### src/rtl/fsm_bit_serializer.sv
// Parallel-to-serial front end for the 010 sequence detector: words arrive on a
// valid/ready handshake and leave one bit per clock on x, with idle gaps between frames.
module fsm_bit_serializer #(
  parameter int unsigned WIDTH      = 8,
  parameter bit          MSB_FIRST  = 1'b1,
  parameter bit          IDLE_BIT   = 1'b1,
  parameter int unsigned GAP_CYCLES = 1
) (
  input  logic             clk,
  input  logic             rst,
  input  logic [WIDTH-1:0] din,
  input  logic             din_valid,
  output logic             din_ready,
  output logic             x,
  output logic             x_valid,
  output logic             last,
  output logic [9:0]       frame_count
);

  localparam int unsigned   CW       = $clog2(WIDTH);
  localparam logic [CW-1:0] LAST_CNT = CW'(WIDTH - 1);
  localparam logic [CW-1:0] CNT_ONE  = CW'(1);
  localparam logic [3:0]    GAP_LEN  = 4'(GAP_CYCLES);

  typedef enum logic [1:0] {
    ST_IDLE  = 2'd0,
    ST_SHIFT = 2'd1,
    ST_GAP   = 2'd2
  } state_t;

  state_t          state_r;
  logic [WIDTH-1:0] shift_r;
  logic [CW-1:0]   cnt_r;
  logic [3:0]      gap_r;
  logic            x_r;
  logic            x_valid_r;
  logic            last_r;
  logic [9:0]      frame_count_r;
  logic            din_ready_s;
  logic            accept_s;

  function automatic logic first_bit(input logic [WIDTH-1:0] w);
    if (MSB_FIRST) first_bit = w[WIDTH-1];
    else           first_bit = w[0];
  endfunction

  // The shift register keeps only the bits still to be sent, so the next bit sits at the same end.
  function automatic logic [WIDTH-1:0] drop_bit(input logic [WIDTH-1:0] w);
    if (MSB_FIRST) drop_bit = w << 1;
    else           drop_bit = w >> 1;
  endfunction

  // Ready decode: idle, or the final bit of a frame when frames may abut
  always_comb begin
    din_ready_s = 1'b0;
    if (state_r == ST_IDLE) begin
      din_ready_s = 1'b1;
    end else if ((state_r == ST_SHIFT) && (cnt_r == LAST_CNT) && (GAP_CYCLES == 32'd0)) begin
      din_ready_s = 1'b1;
    end else begin
      din_ready_s = 1'b0;
    end
  end

  assign accept_s    = din_valid & din_ready_s;
  assign din_ready   = din_ready_s;
  assign x           = x_r;
  assign x_valid     = x_valid_r;
  assign last        = last_r;
  assign frame_count = frame_count_r;

  // Frame sequencer: state, shift register, counters and registered line outputs
  always_ff @(posedge clk or negedge rst) begin
    if (!rst) begin
      state_r       <= ST_IDLE;
      shift_r       <= '0;
      cnt_r         <= '0;
      gap_r         <= 4'd0;
      x_r           <= IDLE_BIT;
      x_valid_r     <= 1'b0;
      last_r        <= 1'b0;
      frame_count_r <= 10'd0;
    end else begin
      case (state_r)
        ST_IDLE: begin
          if (accept_s) begin
            state_r   <= ST_SHIFT;
            shift_r   <= drop_bit(din);
            cnt_r     <= '0;
            x_r       <= first_bit(din);
            x_valid_r <= 1'b1;
            last_r    <= 1'b0;
          end else begin
            x_r       <= IDLE_BIT;
            x_valid_r <= 1'b0;
            last_r    <= 1'b0;
          end
        end
        ST_SHIFT: begin
          if (cnt_r == LAST_CNT) begin
            frame_count_r <= frame_count_r + 10'd1;
            if (accept_s) begin
              // Abutting frame: first bit of the next word follows with no idle bit
              shift_r   <= drop_bit(din);
              cnt_r     <= '0;
              x_r       <= first_bit(din);
              x_valid_r <= 1'b1;
              last_r    <= 1'b0;
            end else if (GAP_CYCLES != 32'd0) begin
              state_r   <= ST_GAP;
              gap_r     <= GAP_LEN - 4'd1;
              x_r       <= IDLE_BIT;
              x_valid_r <= 1'b0;
              last_r    <= 1'b0;
            end else begin
              state_r   <= ST_IDLE;
              x_r       <= IDLE_BIT;
              x_valid_r <= 1'b0;
              last_r    <= 1'b0;
            end
          end else begin
            cnt_r     <= cnt_r + CNT_ONE;
            x_r       <= first_bit(shift_r);
            shift_r   <= drop_bit(shift_r);
            x_valid_r <= 1'b1;
            last_r    <= ((cnt_r + CNT_ONE) == LAST_CNT);
          end
        end
        ST_GAP: begin
          x_r       <= IDLE_BIT;
          x_valid_r <= 1'b0;
          last_r    <= 1'b0;
          if (gap_r == 4'd0) begin
            state_r <= ST_IDLE;
          end else begin
            gap_r <= gap_r - 4'd1;
          end
        end
        default: begin
          state_r   <= ST_IDLE;
          x_r       <= IDLE_BIT;
          x_valid_r <= 1'b0;
          last_r    <= 1'b0;
        end
      endcase
    end
  end

endmodule

### config.mk
export PLATFORM = sky130hd
export DESIGN_NAME = fsm_bit_serializer
export DESIGN_NICKNAME = d
export VERILOG_FILES = /design/src/rtl/fsm_bit_serializer.sv
export SDC_FILE = /design/constraint.sdc
export NUM_CORES = 1
export LEC_CHECK = 0
export ABC_AREA = 1
export BUFFER_PORTS_ARGS = -buffer_cell sky130_fd_sc_hd__buf_2
export CORE_MARGIN = 2
export CORE_UTILIZATION = 49
export DETAILED_ROUTE_END_ITERATION = 7
export PLACE_DENSITY_LB_ADDON = 0.12
export SYNTH_ARGS = -nofsm -noshare
export SYNTH_HDL_FRONTEND = slang
export SYNTH_SLANG_ARGS = --single-unit
### constraint.sdc
create_clock -name clk -period 1.6 [get_ports clk]
set_clock_uncertainty 0.2 [all_clocks]
set_input_delay 0.16 -clock clk [delete_from_list [all_inputs] [get_ports clk]]
set_output_delay 0.16 -clock clk [all_outputs]
set_load 0.01 [all_outputs]
## Yosys cells after proc, flatten, opt, wreduce, memory -nomap -nowiden

Index checks and enable logic that the tools add are counted.
W data, S select, Z words.

- Add/sub/neg operators: 3
- Equal/unequal tests: 9
- Mux-type cells: 24
- Bitwise gates (word level): 1
- Reduce and logical (&&, ||, !) cells: 7

Operators with widths:

| cell | number |
|---|---|
| $mux W8 | 2 |
| $pmux W8 S2 | 1 |
| $mux W4 | 3 |
| $add A10 B1 Y10 const B | 1 |
| $mux W2 | 4 |
| $ne A2 B2 Y1 const B | 4 |
| $pmux W4 S2 | 1 |
| $reduce_and A4 Y1 | 2 |
| $mux W1 | 7 |
| $eq A3 B3 Y1 const B | 2 |
| $mux W3 | 2 |
| $pmux W2 S3 | 1 |
| $pmux W3 S2 | 1 |
| $logic_not A4 Y1 | 1 |
| $pmux W1 S2 | 2 |
| $reduce_bool A2 Y1 | 2 |
| $sub A4 B1 Y4 const B | 1 |
| $add A3 B1 Y3 const B | 1 |
| $eq A2 B1 Y1 const B | 1 |
| $eq A2 B2 Y1 const B | 1 |
| $logic_not A2 Y1 | 1 |
| $ne A2 B1 Y1 const B | 1 |
| $reduce_and A2 Y1 | 1 |
| $and A1 B1 Y1 | 1 |

- Flip-flop bits (word level): 30
- Output and inout port bits: 14
- Logic and storage cells: 52

## Depth between registers and ports, before layout

- Word-level depth: 6
- Gate-level depth with buffers: 9
- Depth with buffers taken out: 9

## Worst setup path before layout

OpenSTA, ideal clock, no wires.

- Path kind: register -> register
- Start point: register cnt_r[1]
- End point: register shift_r[4]
- Library setup time: 0.063 ns
- Arrival time: 1.302 ns
- Required time: 1.337 ns
- Slack: 0.036 ns
- Cell stages (with the launch flop): 9
- Path buffers: 1
- Period minus slack after synthesis: 1.564 ns
- Cell sequence: dfrtp_1 ha_1 ha_1 inv_1 nand2_2 clkbuf_2 o21ai_0 nand2_1 inv_1

- Cells in the longest elaborated chain, start to end: 3

Ends and longest elaborated chain:

| item | RTL line | source |
|---|---|---|
| from (decl) | 33 | `logic [CW-1:0] cnt_r;` |
| from (signal assigned) | 122 | `cnt_r <= cnt_r + CNT_ONE;` |
| $eq A3 B3 Y1 | 100 | `if (cnt_r == LAST_CNT) begin` |
| $mux W8 | 100 |  |
| $pmux W8 S2 | 84 | `case (state_r)` |
| to (signal assigned) | 88 | `shift_r <= drop_bit(din);` |
| to (signal assigned) | 104 | `shift_r <= drop_bit(din);` |
| to (signal assigned) | 124 | `shift_r <= drop_bit(shift_r);` |
| to (decl) | 32 | `logic [WIDTH-1:0] shift_r;` |

Every way passes these cells.
A chain may end at the register's enable or synchronous reset.

## Worst setup path in the final report

- Start point: register cnt_r[1]
- End point: register shift_r[1]

The elaborated chain is that of the path after synthesis.

==> results.md <==
* Period minus WS final at around 1.6 ns
* Mapped Nets at roughly 190
* Total number of vias at approximately 1300
* FP Rows at 19
* DRT Pass-1 Iters at 7
* Detail Route Antenna Nets at 0
* Clock Latency Late Sink at 0.32 ns
* Mux contribution to synthesized area at 0
* Synthesized flop and latch total at 30
* Leak at 1.042 nW
* Post-Synth Adder-Cell Area at 0.04284
* Layout cells sized above 1 at 0.3036
* Crit path max-delay family: simple AND/OR/NAND/NOR gates
* Top-area cell type share of the netlist area at 0.4970
* Post-Synthesis Cells at between 150 and 200
* Remaining DRCs at 3
* Failing checks: DRC
* Largest net degree at the start of global routing at 31
* Reg-to-reg setup timing slack at approximately 0.039 ns
* CP peak stage delay at approximately 0.37 ns
* CP bufs+invs at 2
* Final wirelength at between 2000 and 3000 um
* CTS tree: done
* Slowest CP cell: dfrtp_1
* Die W at just under 60 um
* Initial antenna violation count at 0
* WL per Instance at approximately 12 um
* Crit path top cell by count: nand2_8
* Syn Area/Cell at about 8.5 um^2
* Largest family of logic cells by synthesized area: simple AND/OR/NAND/NOR gates
* Worst setup EP type: flop
* Clock power share at 0.146
* CP Data Arrival Time at about 1.6 ns
* Max Transition Viols Final at 0
* CTS Buffer Depth at 2
* Pwr per Cell Area at between 1000 and 1500 nW/um^2
* Post-Synth XOR/XNOR Area at 0.03599
* Switching Share at 0.3971
* Crit-path max FO at 7
* # IOs at 25
* Iter 0 DRT Violations at between 60 and 70
* Top post-synthesis cells by area: dfrtp_1 50%, nand2_1 11%, inv_1 6.7%, o21ai_0 6.5%, ha_1 4.3%
* Synthesized cell area at ~1500 um^2
* Unrepaired setup endpoints after global routing: yes
* Layout Nets at ~240
* Sequential power share at 0.397
* Peak VDD IR at 0.9042 mV
* CTS root buffer: clkbuf_4
* Worst min path class: primary input to flop
* Tcrit/Tclk final at 0.9758
* # clock sinks at 30
* Setup violations, final at 0
* Max Clk Rate at approximately 640 MHz
* Total grt overflow at 0
* Yosys cell types at 25
* Starting Density at 0.5205
* Max_slew headroom at 0.5559
* Post-synth ARST share at 1.000
* First-pass GRT wire length at 4857 um
* Core ar. at between 2000 and 3000 um^2
* Sequential fraction of the synthesis area at 0.5150
* Max Cap Violations at 0
* EDFF count, synth at 0
* Worst slew pin tran at about 0.67 ns
* Hold Vio Cnt, Final at 0
* Synth warnings at 0
* GRT Total Usage at 0.1883
* Most used DFF post-synth: dfrtp_1
* Level count of the clock H-tree at 2
* Worst Path Required at 1.63 ns
* Post-synthesis simple-gate area fraction at 0.2339
* Status: complete, but fails checks
* Startpoint type of the worst setup path: flop
* Die H at between 50 and 60 um
* Comb pwr share at 0.458
* Area delta synth->final at 32.82%
* Port Buf Inserts at 24
* Synth area leader: dfrtp_1
* GPL Wtd Cong at 0.7825
* Post-place setup slack at -0.1260 ns
* Sw Pwr at 1.153 mW
* Number of diodes at 0
* Vias per cell at ~4.9
* Vias in the first global route at about 1200
* Hold_ws at 0.03899 ns
* Crit path kind: flop to flop
* Fin worst setup slack at approximately 0.039 ns
* Power Internal at 1.751 mW
* Die ar. at about 3400 um^2
* Hpwl dp at 1972 um
* CP Cell Sequence: ha_2 -> ha_4 -> inv_4 -> nand2_8 -> nand2_8 -> or2_1 -> nand2_1 -> inv_1
* Synth Area in Compound Gates at 0.09169
* CTS clock-pin slew for the worst setup and hold paths at approximately 0.09 ns
* Num CTS Buffers at 5
## final cells by class
cell class	count	area, um^2
timing repair buffer	46	307.8
clock buffer	8	48.80
fill	230	865.8
inverter	27	106.4
tap	31	38.79
sequential	30	754.5
multi-input combinational	113	683.2
## power by group through the flow
stage / logic (mW) / registers, mW / clock network, mW
6_report: 1.33 / 1.15 / 0.423
5_1_grt: 1.49 / 1.19 / 0.475
4_1_cts: 1.17 / 1.14 / 0.432
3_5_place_dp: 1.06 / 1.15 / 0
3_3_place_gp: 1.03 / 1.14 / 0
2_1_floorplan: 0.680 / 1.17 / 0
## worst register-to-register path, delay by kind of cell (launching register included)
kind | cells | cell delay (ns)
simple gates | 4 | 0.44
fa+ha+maj | 2 | 0.36
flops | 1 | 0.37
buf+inv | 2 | 0.09
## flip-flops by register name, summed over array words and instances (netlist names)
signal / flops
last: 1
x_valid: 1
x: 1
frame_count: 10
cnt_r: 3
gap_r: 4
state_r: 2
shift_r: 8
## Yosys cell counts (3+ instances only)
| master | count |
|---|---|
| nand2_2 | 4 |
| inv_1 | 26 |
| xor2_1 | 4 |
| nand3_1 | 6 |
| ha_1 | 5 |
| dfrtp_1 | 29 |
| o21ai_0 | 19 |
| nand2_1 | 43 |
| nand3b_1 | 3 |
| nor2_1 | 13 |
## through the flow
stage	area, um^2	std cells	utilization	total power [mW]	setup TNS [ns]
final	1939	255	0.6913	2.904	0
after global routing	1939	255	0.6913	3.152	-0.1889
after CTS	1859	252	0.6628	2.745	0
after detailed placement	1685	235	0.6008	2.212	-0.8181
after global placement	1685	235	0.6008	2.177	-0.2770
after floorplan	1460	171	-	1.845	0
## logic make-up (layout without fill, tap and decap cells)
group / count (synthesis) / count (layout)
AOI/OAI and AO/OA: 25 / 25
adders and majority gates: 5 / 5
xor gates and xnor gates: 6 / 6
buffers and inverters: 29 / 81
DFF: 30 / 30
and+or+nand+nor: 76 / 77
## path summary, 6_finish.rpt
| check | startpoint | to | cells after the start |
|---|---|---|---|
| worst max-delay path | cnt_r[1] | shift_r[1] | 8 |
| worst min-delay path | din_valid | state_r[0] | 3 |
| worst max register to register | cnt_r[1] | shift_r[1] | 8 |
| worst min register to register | shift_r[0] | shift_r[0] | 2 |
| max in group asynchronous | rst | state_r[1] | 2 |
| min in group asynchronous | rst | frame_count[3] | 2 |
## routing by layer
layer	global-route usage	part of all wire	vias to the layer above
li1	-	-	647
met1	0.2241	0.45	573
met2	0.3258	0.50	30
met3	0.04615	0.037	2
met4	0.07792	0.0091	0
met5	0	0	-
## cells in the final DEF (no fill, tap or decap), types with 2 or more instances in the layout
cell type / count
a21oi_1: 2
buf_2: 24
buf_4: 13
clkbuf_1: 3
clkbuf_4: 5
dfrtp_1: 27
dfrtp_2: 2
dlygate4sd3_1: 9
ha_1: 2
ha_2: 2
inv_1: 23
inv_2: 2
inv_4: 2
nand2_1: 41
nand2_2: 4
nand2_8: 2
nand3_1: 6
nand3b_1: 3
nand4_1: 2
nor2_1: 8
nor2_2: 4
nor2_4: 2
o21ai_0: 16
o21ai_1: 3
xnor2_1: 2
xor2_1: 4
## repair_timing
item / CTS / global route
hold endpoints to repair: 37 / 0
setup endpoints to repair: 13 / 16
pin swaps: 4 / 7
gates resized for setup: 9 / 21
cloned: 0 / 1
setup buffers: 1 / 2
hold buffers: 9 / 0
Power figures use the tool's default switching activity.
